## src/rtl/irq_arbiter.sv

```systemverilog
// PLIC-lite interrupt arbiter: per-source pending/in-service gateways, priority/threshold
// arbitration and a word-addressed claim/complete config port driving mip_external_o.
module irq_arbiter #(
  parameter int NUM_SRC = 8,
  parameter int PRIO_W  = 3,
  parameter int ID_W    = 4
) (
  input  logic               clk_i,
  input  logic               rst_i,
  input  logic [NUM_SRC-1:0] irq_src_i,
  input  logic               cfg_we_i,
  input  logic               cfg_re_i,
  input  logic [4:0]         cfg_addr_i,
  input  logic [31:0]        cfg_wdata_i,
  output logic [31:0]        cfg_rdata_o,
  output logic               mip_external_o
);

  localparam logic [4:0] ADDR_ENABLE    = 5'h00;
  localparam logic [4:0] ADDR_THRESHOLD = 5'h01;
  localparam logic [4:0] ADDR_PENDING   = 5'h02;
  localparam logic [4:0] ADDR_CLAIM     = 5'h03;
  localparam logic [4:0] ADDR_PRIO_BASE = 5'h10;

  typedef enum logic [1:0] {
    GW_IDLE,
    GW_PENDING,
    GW_IN_SERVICE
  } gw_state_e;

  gw_state_e           gw_q [NUM_SRC];
  logic [NUM_SRC-1:0]  enable_q;
  logic [PRIO_W-1:0]   threshold_q;
  logic [PRIO_W-1:0]   prio_q [NUM_SRC];
  logic [ID_W-1:0]     best_id_q;
  logic                mip_q;
  logic [31:0]         rdata_q;

  logic [NUM_SRC-1:0]  pending;
  logic [NUM_SRC-1:0]  eligible;
  logic [NUM_SRC-1:0]  claim_hit;
  logic [NUM_SRC-1:0]  complete_hit;
  logic [ID_W-1:0]     best_id;
  logic [PRIO_W-1:0]   best_prio;
  logic [31:0]         rdata_next;
  logic                claim_rd;
  logic                complete_wr;

  // Only the low bits of the write bus carry data; the rest are deliberately ignored.
  logic unused_wdata;
  assign unused_wdata = ^cfg_wdata_i;

  assign claim_rd    = cfg_re_i && (cfg_addr_i == ADDR_CLAIM);
  assign complete_wr = cfg_we_i && (cfg_addr_i == ADDR_CLAIM);

  // Strict '>' while scanning upward keeps the lowest id on equal priority.
  always_comb begin
    // NOTE: every combinational output gets a default first so no path leaves it unassigned (no latch).
    pending   = '0;
    eligible  = '0;
    best_id   = '0;
    best_prio = '0;
    for (int i = 0; i < NUM_SRC; i++) begin
      pending[i]  = (gw_q[i] == GW_PENDING);
      eligible[i] = pending[i] && enable_q[i] && (prio_q[i] > threshold_q);
      if (eligible[i] && (prio_q[i] > best_prio)) begin
        best_prio = prio_q[i];
        best_id   = ID_W'(i + 1);
      end
    end
  end

  // Claim uses the registered winner; complete only releases a gateway that is in service.
  always_comb begin
    claim_hit    = '0;
    complete_hit = '0;
    for (int i = 0; i < NUM_SRC; i++) begin
      claim_hit[i]    = claim_rd && (best_id_q == ID_W'(i + 1)) && (gw_q[i] == GW_PENDING);
      complete_hit[i] = complete_wr && (cfg_wdata_i[ID_W-1:0] == ID_W'(i + 1)) &&
                        (gw_q[i] == GW_IN_SERVICE);
    end
  end

  always_comb begin
    rdata_next = '0;
    case (cfg_addr_i)
      ADDR_ENABLE:    rdata_next[NUM_SRC-1:0] = enable_q;
      ADDR_THRESHOLD: rdata_next[PRIO_W-1:0]  = threshold_q;
      ADDR_PENDING:   rdata_next[NUM_SRC-1:0] = pending;
      ADDR_CLAIM:     rdata_next[ID_W-1:0]    = best_id_q;
      default: begin
        for (int i = 0; i < NUM_SRC; i++) begin
          if (cfg_addr_i == ADDR_PRIO_BASE + 5'(i)) rdata_next[PRIO_W-1:0] = prio_q[i];
        end
      end
    endcase
  end

  always_ff @(posedge clk_i) begin
    // NOTE: state registers use non-blocking assignments so every read in this block sees pre-edge values.
    if (rst_i) begin
      // NOTE: the priority array is software-visible and must read 0 after reset, so it is reset explicitly.
      for (int i = 0; i < NUM_SRC; i++) begin
        gw_q[i]   <= GW_IDLE;
        prio_q[i] <= '0;
      end
      enable_q    <= '0;
      threshold_q <= '0;
      best_id_q   <= '0;
      mip_q       <= 1'b0;
      rdata_q     <= '0;
    end else begin
      for (int i = 0; i < NUM_SRC; i++) begin
        case (gw_q[i])
          GW_IDLE:       if (irq_src_i[i])    gw_q[i] <= GW_PENDING;
          GW_PENDING:    if (claim_hit[i])    gw_q[i] <= GW_IN_SERVICE;
          GW_IN_SERVICE: if (complete_hit[i]) gw_q[i] <= GW_IDLE;
          default:                            gw_q[i] <= GW_IDLE;
        endcase
      end

      if (cfg_we_i) begin
        case (cfg_addr_i)
          ADDR_ENABLE:    enable_q    <= cfg_wdata_i[NUM_SRC-1:0];
          ADDR_THRESHOLD: threshold_q <= cfg_wdata_i[PRIO_W-1:0];
          default: begin
            for (int i = 0; i < NUM_SRC; i++) begin
              if (cfg_addr_i == ADDR_PRIO_BASE + 5'(i)) prio_q[i] <= cfg_wdata_i[PRIO_W-1:0];
            end
          end
        endcase
      end

      best_id_q <= best_id;
      mip_q     <= (best_id != '0);
      if (cfg_re_i) rdata_q <= rdata_next;
    end
  end

  assign cfg_rdata_o    = rdata_q;
  assign mip_external_o = mip_q;

endmodule

```

## config.mk

```make
export PLATFORM = sky130hd
export DESIGN_NAME = irq_arbiter
export DESIGN_NICKNAME = d
export VERILOG_FILES = /design/src/rtl/irq_arbiter.sv
export SDC_FILE = /design/constraint.sdc
export NUM_CORES = 1
export LEC_CHECK = 0
export CAP_MARGIN = 15
export CORE_MARGIN = 5
export CORE_UTILIZATION = 40
export CTS_BUF_LIST = sky130_fd_sc_hd__clkbuf_4 sky130_fd_sc_hd__clkbuf_8 sky130_fd_sc_hd__clkbuf_16
export DETAILED_ROUTE_END_ITERATION = 10
export PLACE_DENSITY = 0.65
export SYNTH_ARGS = -nofsm -noshare
export SYNTH_HDL_FRONTEND = slang
export SYNTH_SLANG_ARGS = --single-unit
```

## constraint.sdc

```tcl
create_clock -name clk_i -period 19.6 [get_ports clk_i]
set_clock_uncertainty 0.1 [all_clocks]
set_input_delay 3.92 -clock clk_i [delete_from_list [all_inputs] [get_ports clk_i]]
set_output_delay 3.92 -clock clk_i [all_outputs]
set_load 0.01 [all_outputs]
```

== Yosys cells after proc, flatten, opt, wreduce, memory -nomap -nowiden ==
Memory sizes are Yosys's and may differ from the RTL's.
Index checks and enable logic that the tools add are counted.
Cells by class
  $lt $le $gt $ge: 16
  eq/ne operators: 43
  multiplexer cells: 228
  bitwise logic cells: 40
  reductions and logical operators: 79
Operator list (count)
  $mux W1: 163
  $mux W3: 23
  $mux W2: 32
  $logic_and A1 B1 Y1: 58
  $gt A3 B3 Y1: 15
  $eq A5 B5 Y1 const B: 8
  $or A1 B1 Y1: 40
  $eq A4 B3 Y1 const B: 8
  $mux W4: 7
  $reduce_or A3 Y1: 8
  $eq A2 B1 Y1 const B: 8
  $eq A2 B2 Y1 const B: 8
  $eq A4 B2 Y1 const B: 4
  $logic_not A2 Y1: 8
  $pmux W3 S4: 1
  $eq A5 B2 Y1 const B: 2
  $eq A4 B1 Y1 const B: 2
  $eq A4 B4 Y1 const B: 2
  $pmux W4 S2: 1
  $eq A5 B1 Y1 const B: 1
  $logic_not A5 Y1: 1
  $reduce_and A2 Y1: 2
  $reduce_bool A4 Y1: 1
  $gt A3 B1 Y1 const B: 1
  other kinds (2): 2
Storage, ports and cells
  flip-flop bits (word level): 24
  RAM bits: 40
  bits of input ports: 49
  output and inout port bits: 33
  logic and storage cells: 413
  memories: 2
Memories
  prio_q: words 8, bits a word 3, read ports 8, clocked after Yosys merged registers in 0, wr ports 8, RTL line 34  | logic [PRIO_W-1:0] prio_q [NUM_SRC];
  gw_q: words 8, bits a word 2, read ports 8, clocked after Yosys merged registers in 0, wr ports 8, RTL line 31  | gw_state_e gw_q [NUM_SRC];

== Longest topological paths before layout ==
Gate-level depths: netlist (run 1).
An unclocked memory read counts as a cell.
  word-level depth: 28
  depth in mapped cells: 54
  mapped depth without buffers: 53

== Worst setup path after synthesis (run 1) ==
No wires, ideal clock.
  path kind: register to register
  start point: reg threshold_q[2]
  end point: reg mip_q, in the netlist mip_external_o
  library setup time: 138 ps
  arrival time: 9032 ps
  required time: 19362 ps
  path slack: 10330 ps
  cell stages (with the launch flop): 52
  path buffers: 2
  period minus slack after synthesis: 9270 ps
  path through: dfxtp_1 inv_1 ha_1 nand2_1 o21ai_1 and2_1 nand2_1 ha_1 a21oi_1 a22o_1 o2111ai_1 and2_1 ha_1 a21oi_1 a22o_1 or2_0 buf_2 a21o_1 (+16 left out) o21ai_0 o2111ai_1 nand3_1 or2_1 o21ai_0 ha_1 nand3_1 nand4_1 nor3_1 inv_1 o31a_1 a22oi_1 ha_1 a21o_1 a21oi_1 nor3_1 nor3_1 a41oi_1
Between the ends
  word-level cells in the longest chain between the ends: 26
  elaborated cells on any way between the ends: 47
  classes of those cells: 15 x order compare; 15 x mux; 17 x reduce/logical
Ends and longest elaborated chain
  start, declared: RTL line 33  | logic [PRIO_W-1:0] threshold_q;
  start signal, assigned: RTL line 125  | ADDR_THRESHOLD: threshold_q <= cfg_wdata_i[PRIO_W-1:0];
  $gt A3 B3 Y1: RTL line 65  | eligible[i] = pending[i] && enable_q[i] && (prio_q[i] > threshold_q);
  $logic_and A1 B1 Y1: RTL line 65
  $logic_and A1 B1 Y1: RTL line 66  | if (eligible[i] && (prio_q[i] > best_prio)) begin
  $mux W3: RTL line 66
  $gt A3 B3 Y1: RTL line 66
  $logic_and A1 B1 Y1: RTL line 66
  $mux W3: RTL line 66
  $gt A3 B3 Y1: RTL line 66
  (+10 left out)
  $mux W3: RTL line 66
  $gt A3 B3 Y1: RTL line 66
  $logic_and A1 B1 Y1: RTL line 66
  $mux W3: RTL line 66
  $gt A3 B3 Y1: RTL line 66
  $logic_and A1 B1 Y1: RTL line 66
  $mux W4 (*): RTL line 66
  $reduce_bool A4 Y1 (*): RTL line 135  | mip_q <= (best_id != '0);
  end signal, assigned: RTL line 135
  end, declared: RTL line 36  | logic mip_q;
Mark *: on every way between the ends. The rest lies on a longest branch, timed or not.
A chain may end at the register's enable or synchronous reset.

== Worst setup path in the final report (run 1) ==
Ends and elaborated chain as after synthesis.

==> flow_metrics.env, run 1 <==
export IMPL_cts_htree_levels=3
export IMPL_critPathKind="flip-flop to flip-flop"
export IMPL_cts_tree="done"
export IMPL_slowest_delay_ps=450
export IMPL_grtUsageTotal_pct=17.6
export IMPL_synth_area_leader_cell="edfxtp_1"
export IMPL_maxCapViolCount=0
export IMPL_maxSlewViolCount=0
export IMPL_grt_max_degree=51
export IMPL_final_nets=667
export IMPL_routedWlPerCell_um=17.0
export IMPL_antennaDiodeCount=0
export IMPL_final_common_cell="nor2_1"
export IMPL_post_route_period_util_pct=57.1
export IMPL_p_leak_nw=2.26
export IMPL_crit_end="mip_external_o"
export IMPL_clockRootBuffer="clkbuf_16"
export IMPL_clk_pin_slew_ps=60
export IMPL_rsz0062_at_grt="no"
export IMPL_reg2reg_from="threshold_q[2]"
export IMPL_cp_required_ps=19740
export IMPL_grt_remaining_overflow=0
export IMPL_drtIter0Drc=315
export IMPL_r2r_slack_ps=8400
export IMPL_fin_hold_ws_ps=370
export IMPL_worstPathArrival_ps=11340
export IMPL_die_area_um2=14500
export IMPL_synth_seq_cells=64
export IMPL_synth_distinct_cells=63
export IMPL_synth_edf_count=40
export IMPL_power_density_nw_per_um2=69.9
export IMPL_cts_sinks=64
export IMPL_synth_cell_area_um2=4860
export IMPL_initial_core_util_pct=40.6
export IMPL_crit_slowest_cell="o41a_1"
export IMPL_async_flop_share_pct=0
export IMPL_start_kind="flip-flop"
export IMPL_final_cell_mix="nor2_1 (67), ha_1 (41), nand3_1 (40), edfxtp_1 (40), nand2_1 (39)"
export IMPL_floorplan_rows=40
export IMPL_vias=4130
export IMPL_wl_mm=12.4
export IMPL_coreArea_um2=12000
export IMPL_reg2regPathDepth=50
export IMPL_final_hold_viol_count=0
export IMPL_die_w_um=120
export IMPL_worstMarginPinSlew_ps=770
export IMPL_hold_class="flip-flop to flip-flop"
export IMPL_power_uw=390
export IMPL_clockBufferDepth=2
export IMPL_timing_fmax_mhz=89.3
export IMPL_place_gp_congestion=0.881
export IMPL_post_route_drc_count=0
export IMPL_hold_buffers=0
export IMPL_syn_instance_count=549
export IMPL_finalSetupViolCount=0
export IMPL_synth_seq_area_share_pct=34.6
export IMPL_grt_pass1_wl_mm=20.4
export IMPL_reg2reg_to="mip_external_o"
export IMPL_first_global_vias=4062
export IMPL_end_kind="flip-flop"
export IMPL_grt_antenna_before_repair=0
export IMPL_clk_latency_ps=330
export IMPL_drive_above_1_share_pct=6.19
export IMPL_post_route_min_period_ps=11200
export IMPL_critPathLaunch="threshold_q[2]"
export IMPL_crit_path_frequent_cell="ha_1"
export IMPL_setup_tns_ps=0
export IMPL_io_pins=82
export IMPL_die_h_um=120
export IMPL_vdd_drop_max_mv=0.0595
export IMPL_syn2layout_area_growth_pct=14.7
export IMPL_port_buffer_count=33
export IMPL_vias_per_cell=5.67
export IMPL_syn_area_per_cell_um2=8.85
export IMPL_dp_hpwl_mm=9.61
export IMPL_synth_area_top_cells="edfxtp_1 (25%), ha_1 (11%), dfxtp_1 (9.9%)"
export IMPL_dp_cells=713
export IMPL_synth_top_area_share_pct=24.7
export IMPL_status="finished clean"
export IMPL_cts_resized=0
export IMPL_crit_fanout=11
export IMPL_slew_headroom_pct=48.3
export IMPL_synthFlopType="edfxtp_1"
export IMPL_postRouteAntennaNets=0
export IMPL_numCtsBuffers=9
export IMPL_fin_cells=729
export IMPL_drtPass1Iterations=5
export IMPL_cts_setup_buffers=0
export IMPL_ys_warn_count=0
[registers in the layout (all words and copies together) (netlist names)]
name	flops
cfg_rdata_o	8
threshold_q	3
enable_q	8
best_id_q	4
mip_external_o	1
prio_q	24
gw_q	16
[worst max-delay path, delay by kind of cell (launching register included)]
kind,cells,cell delay (ps)
buf+inv,2,610
fa+ha+maj,8,2320
flops,1,320
simple gates,25,4840
compound gates,15,2900
[cell usage after synthesis, drive strengths merged, types with 2 or more instances]
master	number
a22o	2
o21a	3
or3	6
and3b	3
edfxtp	40
nand3	40
mux4	6
a21oi	25
nor4	2
nor4b	2
nand2	39
a311oi	3
nand2b	18
nor2b	14
o211ai	4
buf	27
o311a	2
nand3b	6
o22ai	2
clkbuf	15
inv	29
a31o	2
a31oi	7
or2	3
nand4	5
dfxtp	24
a41oi	2
a211oi	2
o221ai	2
mux2i	15
mux2	4
and2	5
o31a	3
nor3b	5
o21ai	21
a21o	7
and3	11
nor2	67
a22oi	5
o311ai	2
o2111a	2
o2111ai	5
nor3	14
ha	41
[cell families (layout without fill, tap and decap cells)]
| kind of cell | Yosys count | count (layout) | synth area share (%) |
|---|---|---|---|
| compound gates | 105 | 105 | 15.1 |
| other cells | 1 | 24 | 0.0771 |
| fa+ha+maj | 41 | 41 | 10.6 |
| simple gates | 242 | 242 | 25.4 |
| flops | 64 | 64 | 34.6 |
| mux | 25 | 25 | 6.87 |
| buf+inv | 71 | 81 | 7.39 |
[worst min path at each step]
stage	endpoint	start	depth (start not counted)
3_3_place_gp	cfg_rdata_o[6]	cfg_rdata_o[6]	2
3_5_place_dp	cfg_rdata_o[4]	cfg_rdata_o[4]	2
5_1_grt	cfg_rdata_o[4]	cfg_rdata_o[4]	2
2_1_floorplan	best_id_q[3]	enable_q[7]	2
4_1_cts	cfg_rdata_o[4]	cfg_rdata_o[4]	2
6_report	cfg_rdata_o[6]	cfg_rdata_o[6]	2
[layer usage]
layer / global-route usage [%] / vias to the layer above / wire [um]
li1: - / 2029 / -
met5: 0 / - / 0
met3: 3.32 / 13 / 869
met2: 29.6 / 156 / 5890
met4: 5.10 / 0 / 211
met1: 23.1 / 1932 / 5420
[through the flow]
stage                     setup slack (ps)  cell area, um2  util, %
after floorplan                      10330            4950        -
after global placement                8730            5230     43.8
after detailed placement              8510            5230     43.8
after CTS                             8380            5580     46.6
after global routing                  7270            5580     46.6
final                                 8400            5580     46.6
[power by group]
group / switching, mW / internal (mW)
clock network: 0.0589 / 0.124
logic: 0.0282 / 0.0207
registers: 0.00713 / 0.151
[layout make-up]
class	count	area, um2
clock buffer	9	225
clock inverter	7	119
fill	1164	6380
inverter	29	109
multi-input combinational	437	2910
sequential	64	1680
tap	147	184
timing repair buffer	36	353
(Power assumes the default switching activity.)
==> run 2, diff against run 1 <==
Clock period 19.6 ns to 11.2 ns, I/O delays scaled along.
==> flow_metrics.env, run 2 (same netlist as run 1, synthesis figures left out) <==
export IMPL_critPathBufInv=2
export IMPL_cts_resized=0
export IMPL_cts_sinks=64
export IMPL_antennaDiodeCount=0
export IMPL_cts_setup_buffers=0
export IMPL_first_global_vias=4153
export IMPL_io_pins=82
export IMPL_slew_headroom_pct=40.7
export IMPL_crit_slowest_cell="edfxtp_1"
export IMPL_drtPass1Iterations=5
export IMPL_hold_class="flip-flop to flip-flop"
export IMPL_postRouteAntennaNets=0
export IMPL_cts_htree_levels=3
export IMPL_postPlaceCellArea_um2=5260
export IMPL_clockBufferDepth=2
export IMPL_finalSetupViolCount=0
export IMPL_worst_slack_ps=715
export IMPL_maxSlewViolCount=0
export IMPL_cp_num_cells=49
export IMPL_die_area_um2=14500
export IMPL_port_buffer_count=33
export IMPL_vias=4229
export IMPL_post_route_drc_count=0
export IMPL_cp_required_ps=11340
export IMPL_reg2regPathDepth=49
export IMPL_crit_fanout=11
export IMPL_nFillCells=1141
export IMPL_path_delay_family="simple AND/OR/NAND/NOR gates"
export IMPL_slowest_delay_ps=490
export IMPL_final_nets=670
export IMPL_drtIter0Drc=357
export IMPL_status="finished clean"
export IMPL_grtUsageTotal_pct=18.2
export IMPL_grt_max_degree=51
export IMPL_grt_pass1_wl_mm=21.0
export IMPL_timing_fmax_mhz=95.4
export IMPL_post_route_min_period_ps=10490
export IMPL_reg_largest_list="prio_q: 24 flops, gw_q: 16 flops"
export IMPL_reg2reg_from="prio_q[0][2]"
export IMPL_reg2reg_to="best_id_q[2]"
export IMPL_die_w_um=120
export IMPL_vias_per_cell=5.78
export IMPL_hold_buffers=0
export IMPL_end_kind="flip-flop"
export IMPL_utilization_pct=47.0
export IMPL_whs_endpoint="cfg_rdata_o[6]"
export IMPL_p_leak_nw=2.26
export IMPL_drive_above_1_share_pct=7.52
export IMPL_place_gp_congestion=0.883
export IMPL_syn2layout_area_growth_pct=15.8
export IMPL_critPathKind="flip-flop to flip-flop"
export IMPL_multi_input_area_um2=2940
export IMPL_setup_tns_ps=0
export IMPL_place_ws_ps=280
export IMPL_hold_depth=2
export IMPL_routedWlPerCell_um=17.5
export IMPL_worstPathArrival_ps=10620
export IMPL_maxCapViolCount=0
export IMPL_post_route_period_util_pct=93.6
export IMPL_grt_remaining_overflow=0
export IMPL_hp_start="cfg_rdata_o[6]"
export IMPL_dp_hpwl_mm=9.66
export IMPL_initial_core_util_pct=40.6
export IMPL_grt_antenna_before_repair=0
export IMPL_clockRootBuffer="clkbuf_16"
export IMPL_cts_tree="done"
export IMPL_power_density_nw_per_um2=121
export IMPL_start_kind="flip-flop"
export IMPL_numCtsBuffers=9
export IMPL_largest_reg_flops=24
export IMPL_seq_area_um2=1680
export IMPL_floorplan_rows=40
export IMPL_final_cell_area_um2=5630
export IMPL_final_common_cell="nor2_1"
export IMPL_worstMarginPinSlew_ps=883
export IMPL_vdd_drop_max_mv=0.101
export IMPL_die_h_um=120
export IMPL_r2r_slack_ps=710
export IMPL_final_cell_mix="nor2_1 (67), ha_1 (41), edfxtp_1 (40)"
export IMPL_regMostFlops="prio_q"
export IMPL_clk_pin_slew_ps=60
export IMPL_crit_path_frequent_cell="ha_1"
export IMPL_final_hold_viol_count=0
export IMPL_clk_latency_ps=330
export IMPL_wl_mm=12.8
export IMPL_coreArea_um2=12000
[run 2: cell types whose count changed in the layout (fill, tap and decap cells not counted), sizes merged]
cell,before,now
buf,3,6
clkinvlp,0,1
inv,30,29
[run 2: routing by layer]
metal | vias to the layer above | global-route usage [%] | share of wire (%)
li1 | 2041 | - | -
met1 | 2005 | 23.9 | 44
met2 | 169 | 30.5 | 48
met3 | 14 | 3.79 | 6.2
met4 | 0 | 5.31 | 1.4
met5 | - | 0 | 0
[run 2: power by group]
part	internal, mW	switching [mW]	leakage, nW
registers	0.264	0.0125	0.594
clock network	0.215	0.100	0.161
logic	0.0366	0.0507	1.51
total	0.515	0.163	2.26
[run 2: worst register-to-register path: cells and delay by family (launching register included)]
family | cells | cell delay, ps
adder cells (fa/ha/maj) | 8 | 2380
flip-flops | 1 | 490
AND/OR/NAND/NOR | 21 | 3820
buffers and inverters | 2 | 240
AO/OA/AOI/OAI | 18 | 3380
[run 2: worst max path at each step]
stage | endpoint | from | slack, ps
after floorplan | mip_external_o | threshold_q[2] | 1930
after global placement | mip_external_o | prio_q[0][2] | 500
after detailed placement | mip_external_o | prio_q[0][2] | 280
after CTS | mip_external_o | prio_q[0][2] | 240
after global routing | best_id_q[2] | prio_q[0][2] | -30
final | best_id_q[2] | prio_q[0][2] | 710
[run 2: layout make-up]
class	instances	area share, %
clock buffer	9	4.00
clock inverter	7	1.96
inverter	29	1.93
multi-input combinational	437	52.3
sequential	64	29.9
tap	147	3.27
timing repair buffer	39	6.67
[run 2: through the flow]
stage | hold slack [ps] | power, mW | cells
floorplan | 373 | 0.341 | 572
global placement | 358 | 0.363 | 716
detailed placement | 361 | 0.366 | 716
CTS | 373 | 0.681 | 732
global route | 404 | 0.706 | 732
finish | 370 | 0.679 | 732
==> run 3, diff against run 2 <==
Settings changed: CELL_PAD_IN_SITES_DETAIL_PLACEMENT from default to 1, CELL_PAD_IN_SITES_GLOBAL_PLACEMENT from default to 2, CORE_UTILIZATION 40 to 33, PLACE_DENSITY 0.65 to 0.84.
==> flow_metrics.env, run 3 (same netlist as run 1, synthesis figures left out) <==
export IMPL_postRouteAntennaNets=0
export IMPL_maxCapViolCount=0
export IMPL_largest_reg_flops=24
export IMPL_multi_input_area_um2=2940
export IMPL_grt_max_degree=51
export IMPL_status="finished clean"
export IMPL_fin_hold_ws_ps=378
export IMPL_reg_largest_list="prio_q: 24 flops, gw_q: 16 flops"
export IMPL_switching_share_pct=25.6
export IMPL_maxSlewViolCount=0
export IMPL_crit_fanout=8
export IMPL_syn2layout_area_growth_pct=17.1
export IMPL_die_area_um2=17300
export IMPL_finalSetupViolCount=0
export IMPL_vias=4209
export IMPL_clockBufferDepth=2
export IMPL_io_pins=82
export IMPL_grt_pass1_wl_mm=23.8
export IMPL_grt_remaining_overflow=0
export IMPL_slowest_delay_ps=440
export IMPL_regMostFlops="prio_q"
export IMPL_grtUsageTotal_pct=16.9
export IMPL_drtIter0Drc=228
export IMPL_die_w_um=131
export IMPL_dp_cells=754
export IMPL_vias_per_cell=5.44
export IMPL_crit_slowest_cell="o41a_1"
export IMPL_cts_tree="done"
export IMPL_timing_fmax_mhz=96.2
export IMPL_worst_slack_ps=805
export IMPL_worstMarginPinSlew_ps=975
export IMPL_path_delay_family="compound AO/OA/AOI/OAI gates"
export IMPL_floorplan_rows=44
export IMPL_globalRouteMet2Util_pct=29.6
export IMPL_power_switching_uw=171
export IMPL_antennaDiodeCount=0
export IMPL_place_gp_congestion=0.837
export IMPL_worstPathArrival_ps=10530
export IMPL_final_nets=675
export IMPL_power_uw=668
export IMPL_drive_above_1_share_pct=8.47
export IMPL_clk_latency_ps=330
export IMPL_critPathBufInv=2
export IMPL_grt_antenna_before_repair=0
export IMPL_comb_power_share_pct=13.7
export IMPL_busiest_layer="met2"
export IMPL_first_global_vias=4544
export IMPL_numCtsBuffers=9
export IMPL_critPathKind="flip-flop to flip-flop"
export IMPL_wl_mm=14.8
export IMPL_routedWlPerCell_um=19.2
export IMPL_initial_core_util_pct=33.6
export IMPL_post_route_drc_count=0
export IMPL_p_leak_nw=2.28
export IMPL_utilization_pct=39.3
export IMPL_place_ws_ps=410
export IMPL_seq_area_um2=1680
export IMPL_dp_hpwl_mm=11.3
export IMPL_post_route_period_util_pct=92.8
export IMPL_cp_required_ps=11340
export IMPL_coreArea_um2=14500
export IMPL_cts_sinks=64
export IMPL_hold_class="flip-flop to flip-flop"
export IMPL_final_cell_mix="nor2_1 (67), ha_1 (41), edfxtp_1 (40)"
export IMPL_clkPwrFrac_pct=44.9
export IMPL_power_frac_seq_pct=41.4
export IMPL_vdd_drop_max_mv=0.0929
export IMPL_port_buffer_count=33
export IMPL_end_kind="flip-flop"
export IMPL_fin_cells=774
export IMPL_internal_power_uw=497
export IMPL_clk_pin_slew_ps=50
export IMPL_final_common_cell="nor2_1"
export IMPL_die_h_um=131
export IMPL_clockRootBuffer="clkbuf_16"
export IMPL_use_met3_pct=2.06
export IMPL_drtPass1Iterations=4
export IMPL_crit_path_frequent_cell="ha_1"
export IMPL_post_route_min_period_ps=10400
export IMPL_slew_headroom_pct=34.5
export IMPL_start_kind="flip-flop"
export IMPL_power_density_nw_per_um2=117
export IMPL_cts_htree_levels=3
export IMPL_nFillCells=1701
export IMPL_final_hold_viol_count=0
export IMPL_globalRouteMet1Util_pct=21.6
## run 3: changes by cell type in the layout (fill, tap and decap cells not counted)
| cell | previous run | this run |
|---|---|---|
| clkinvlp_4 | 1 | 2 |
| o21ai_0 | 20 | 18 |
| clkbuf_4 | 0 | 1 |
| o21ai_1 | 0 | 2 |
| bufinv_16 | 3 | 2 |
| and3_1 | 10 | 11 |
| buf_4 | 6 | 11 |
| clkinv_1 | 2 | 1 |
| and3_4 | 1 | 0 |
| a22oi_2 | 0 | 1 |
| a22oi_1 | 5 | 4 |
## run 3: area by class of cell
type	count	share of cell area [%]
Clock buffer	10	4.09
Tap cell	184	4.04
Inverter	29	1.91
Multi-Input combinational cell	437	51.7
Sequential cell	64	29.5
Timing Repair Buffer	44	7.25
Clock inverter	6	1.47
## run 3: repair_timing
action / CTS / global route
setup buffers: 0 / 4
hold buffers: 0 / 0
resized for setup: 0 / 10
setup endpoints to repair: 0 / 5
## run 3: power groups by stage
stage               sequential (mW)  clock, mW  combinational (mW)
detailed placement            0.281          0              0.0882
global placement              0.281          0              0.0841
finish                        0.276      0.300              0.0913
CTS                           0.277      0.305              0.0893
floorplan                     0.276          0              0.0646
global route                  0.278      0.315               0.102
## run 3: final timing paths
check	start	end	slack, ps	depth (start not counted)
worst min-delay path	cfg_rdata_o[4]	cfg_rdata_o[4]	380	2
worst max register to register	prio_q[0][2]	best_id_q[2]	800	49
worst min register to register	cfg_rdata_o[4]	cfg_rdata_o[4]	380	2
worst max-delay path	prio_q[0][2]	best_id_q[2]	800	49
## run 3: metrics by stage
stage               instance area (um2)  TNS, ps
floorplan                          4950        0
global placement                   5310        0
detailed placement                 5310        0
CTS                                5630        0
global route                       5690     -110
finish                             5690        0
## run 3: worst reg2reg max path: cells and delay by family (launching register included)
family	cells	cell delay (ps)
AO/OA/AOI/OAI	18	3630
flip-flops	1	420
AND/OR/NAND/NOR	21	3590
adder cells (fa/ha/maj)	8	2340
buffers and inverters	2	250
## run 3: routing by layer
metal	up-vias	share of wire, %	wire, um
li1	2049	-	-
met1	2061	45	6610
met2	78	51	7540
met3	21	2.9	436
met4	0	1.7	257
met5	-	0	0
